## config.mk

```make
export PLATFORM = sky130hd
export DESIGN_NAME = parity_lane
export DESIGN_NICKNAME = d
export VERILOG_FILES = /design/src/rtl/parity_frame_pkg.sv /design/src/rtl/parity_frame_checker_lane.sv
export SDC_FILE = /design/constraint.sdc
export NUM_CORES = 1
export LEC_CHECK = 0
export ABC_AREA = 1
export CAP_MARGIN = 20
export CORE_AREA = 2 2 39 41
export CTS_CLUSTER_DIAMETER = 200
export DETAILED_ROUTE_END_ITERATION = 16
export DIE_AREA = 0 0 41 43
export GPL_ROUTABILITY_DRIVEN = 1
export HOLD_SLACK_MARGIN = 0.08
export PLACE_DENSITY = 0.32
export SLEW_MARGIN = 20
export SYNTH_ARGS = -nofsm -noshare
export SYNTH_HDL_FRONTEND = slang
export SYNTH_SLANG_ARGS = --single-unit
```

## constraint.sdc

```tcl
create_clock -name clk -period 0.98 [get_ports clk]
set_clock_uncertainty 0.1 [all_clocks]
set_input_delay 0.098 -clock clk [delete_from_list [all_inputs] [get_ports clk]]
set_output_delay 0.098 -clock clk [all_outputs]
set_load 0.01 [all_outputs]
```

## src/rtl/parity_frame_pkg.sv

```systemverilog
// Shared types and helpers for the multi-lane serial parity generator/checker.
package parity_frame_pkg;

    typedef enum logic [1:0] {
        IDLE = 2'd0,
        DATA = 2'd1,
        PAR  = 2'd2
    } state_e;

    // Bit-counter width needed to count data beats 0..FRAME_LEN-1.
    function automatic int cnt_w(input int frame_len);
        return $clog2(frame_len);
    endfunction

    // Parity of accumulated data, incoming bit and mode: transmit bit or mismatch flag.
    function automatic logic par_bit(input logic acc, input logic d, input logic mode);
        return acc ^ d ^ mode;
    endfunction

endpackage

```

## src/rtl/parity_frame_checker_lane.sv

```systemverilog
// One lane: XOR accumulator plus registered generated-parity and error bits.
module parity_lane
    import parity_frame_pkg::*;
(
    input  logic clk,
    input  logic rstn,
    input  logic load,
    input  logic upd,
    input  logic gen_en,
    input  logic chk_en,
    input  logic d_in,
    input  logic mode,
    output logic p_gen,
    output logic err
);

    logic acc_r;
    logic p_gen_r;
    logic err_r;
    logic par_s;

    assign par_s = par_bit(acc_r, d_in, mode);

    // Accumulator: load on frame start, fold in data beats, otherwise hold.
    always_ff @(posedge clk or negedge rstn) begin
        if (!rstn) begin
            acc_r <= 1'b0;
        end else if (load) begin
            acc_r <= d_in;
        end else if (upd) begin
            acc_r <= acc_r ^ d_in;
        end else begin
            acc_r <= acc_r;
        end
    end

    // Generated parity and check result; each holds until its next strobe.
    always_ff @(posedge clk or negedge rstn) begin
        if (!rstn) begin
            p_gen_r <= 1'b0;
            err_r   <= 1'b0;
        end else begin
            p_gen_r <= gen_en ? par_s : p_gen_r;
            err_r   <= chk_en ? par_s : err_r;
        end
    end

    assign p_gen = p_gen_r;
    assign err   = err_r;

endmodule

```

==> flow_metrics.tcl <==
set metrics [dict create \
    status "completed" \
    track_usage_pct 6.63 \
    gp_congestion 0.644 \
    grt_max_degree 4 \
    synth_compound_area_share_pct 3.15 \
    synthMuxAreaShare_pct 0 \
    mostFrequentLayoutCell "clkdlybuf4s50_1" \
    drt_iter0_drc 0 \
    cp.arrival_ns 0.99 \
    fin_crit_sh_pct 99.1 \
    cts.sinks 3 \
    post_dp_cell_area_sq_um 269 \
    rsz0062_at_grt "yes" \
    synth_cells 22 \
    register_area_sq_um 75.1 \
    cts_max_level 1 \
    grt_pass1_wl_um 710 \
    fill_cells 168 \
    wl_per_cell_um 8.25 \
    whs_ns 0.375 \
    fmax_mhz 1030 \
    path_class "in -> reg" \
    yosysSeqAreaShare_pct 47.2 \
    routed_wl_um 437 \
    ant_nets 0 \
    path_clk_slew_ns 0.04 \
    cp-end-kind "flip-flop" \
    crit_fanout 3 \
    fp-row-count 14 \
    fin_total_pwr_uw 508 \
    synthSimpleGateAreaFrac_pct 32.3 \
    crit_path_frequent_cell "nand3_2" \
    layout_common_cells "clkdlybuf4s50_1, nand2_2, inv_1" \
    cts_root_buf "clkbuf_4" \
    gr-total-overflow 0 \
    synth.avg_cell_area_sq_um 7.22 \
    cp.required_ns 0.99 \
    drt_first_pass_iters 1 \
    syn-num-nets 30 \
    drv_slew 0 \
    yosysWarningCount 0 \
    cpMaxStageDelayCell "clkdlybuf4s50_1" \
    synth_adder_area_share_pct 0 \
    n_antenna_cell 0 \
    post-route-min-period_ns 0.971 \
    antenna_found_initial 0 \
    fp.coreArea_sq_mm 0.00138 \
    tritoncts "done" \
    irDropWorstVdd_v 0.000474 \
    final_area_sq_um 330 \
    rrSetupSlack_ns 0.02 \
    fp.dieW_um 41 \
    syn_area_sq_um 159 \
    synth_top_family_by_area "simple AND/OR/NAND/NOR gates" \
    cp_cell_sequence "clkdlybuf4s50_1 > inv_1 > nand2_1 > nand3_2 > nand3_2 > nand2_2" \
    yosys.area_share.xor_xnor_pct 5.51 \
    dieHeight_um 43 \
    insertion_delay_ns 0.23 \
    slew_headroom_pct 86.2 \
    drc_errors 0 \
    cts_max_path_buffers 2 \
    tightest_slew_ns 0.205 \
    leakage_nw 0.162 \
    yosys_register_bits 3 \
    cts-buffers-inserted 3 \
    vias 179 \
    multi_input_area_sq_um 92.6 \
    die-area_sq_mm 0.00176 \
    io_buffers 9 \
    min_path_type "reg -> reg" \
    synth.distinct_cells 8 \
    fin_nets 46 \
    grt_pass1_vias 194 \
    cap_violations 0 \
    initial_utilization_pct 11.5 \
    start_kind "input pin" \
    syn_to_final_growth_pct 108 \
    hold_viol_final 0 \
    slowest_delay_ns 0.51 \
    drive_gt1_share_pct 43.2 \
    io_pins 10 \
    vias_per_cell 3.38 \
    setup_viol 0 \
    dp_hpwl_um 348 \
    powerDensity_mw_per_mm2 1540 \
]
-- through the flow --
stage	TNS, ns	util (%)	setup WS [ns]	cells
global route	-0.0643	23.9	-0.0361	53
CTS	0	22.2	0.00852	53
finish	0	23.9	0.00871	53
detailed placement	-0.661	19.4	-0.203	47
global placement	-0.612	19.4	-0.181	47
floorplan	0	-	0.0851	22
-- cells in the mapped netlist, drive strengths merged --
library cell,number,area [sq um]
nand2,8,32.5
xnor2,1,8.76
nand3,3,15.0
dfrtp,3,75.1
o21ai,1,5.00
inv,5,18.8
nor2,1,3.75
-- power by group --
| part | leakage [nW] | switching, mW | internal, mW |
|---|---|---|---|
| clock network | 0.0150 | 0.0593 | 0.152 |
| registers | 0.0360 | 0.0116 | 0.145 |
| logic | 0.111 | 0.0666 | 0.0736 |
| total | 0.162 | 0.137 | 0.371 |
-- critical path, delay by kind of cell --
kind / cells / cell delay, ns
buf+inv: 2 / 0.56
simple gates: 4 / 0.33
-- timing repair --
item | CTS | global route
hold buffers | 1 | 0
setup buffers | 1 | 0
resized for setup | 9 | 8
setup endpoints to repair | 3 | 3
hold endpoints to repair | 3 | 0
cloned | 0 | 0
pin swaps | 2 | 3
-- state kept, by name, summed over array words and instances, names as in the netlist --
register  count
acc_r         1
err           1
p_gen         1
-- layer usage --
layer / vias to the layer above / wire length, um / GRT usage, %
met3: 0 / 16 / 1.57
li1: 94 / - / -
met1: 83 / 134 / 5.16
met2: 2 / 286 / 10.9
met5: - / 0 / 0
met4: 0 / 0 / 8.00
-- area by class of cell --
| class | count | area share [%] |
|---|---|---|
| multi-input cells | 14 | 28.0 |
| clock buffers | 4 | 7.95 |
| well taps | 16 | 6.06 |
| flip-flops and latches | 3 | 22.7 |
| inverters | 5 | 5.68 |
| repair buffers | 11 | 29.5 |
-- worst paths after layout --
| kind | start | end | cells past startpoint |
|---|---|---|---|
| hold / removal | err | err | 2 |
| max in group asynchronous | rstn | err | 2 |
| setup / recovery | d_in | p_gen | 6 |
| setup reg to reg | acc_r | p_gen | 6 |
| hold reg to reg | err | err | 2 |
| min in group asynchronous | rstn | acc_r | 2 |
-- kinds of logic (layout without fill, tap and decap cells) --
logic type | after synthesis | in the layout
DFF | 3 | 3
buffers and inverters | 5 | 20
AOI/OAI and AO/OA | 1 | 1
and+or+nand+nor | 12 | 12
xor gates and xnor gates | 1 | 1
(Power assumes the default switching activity.)
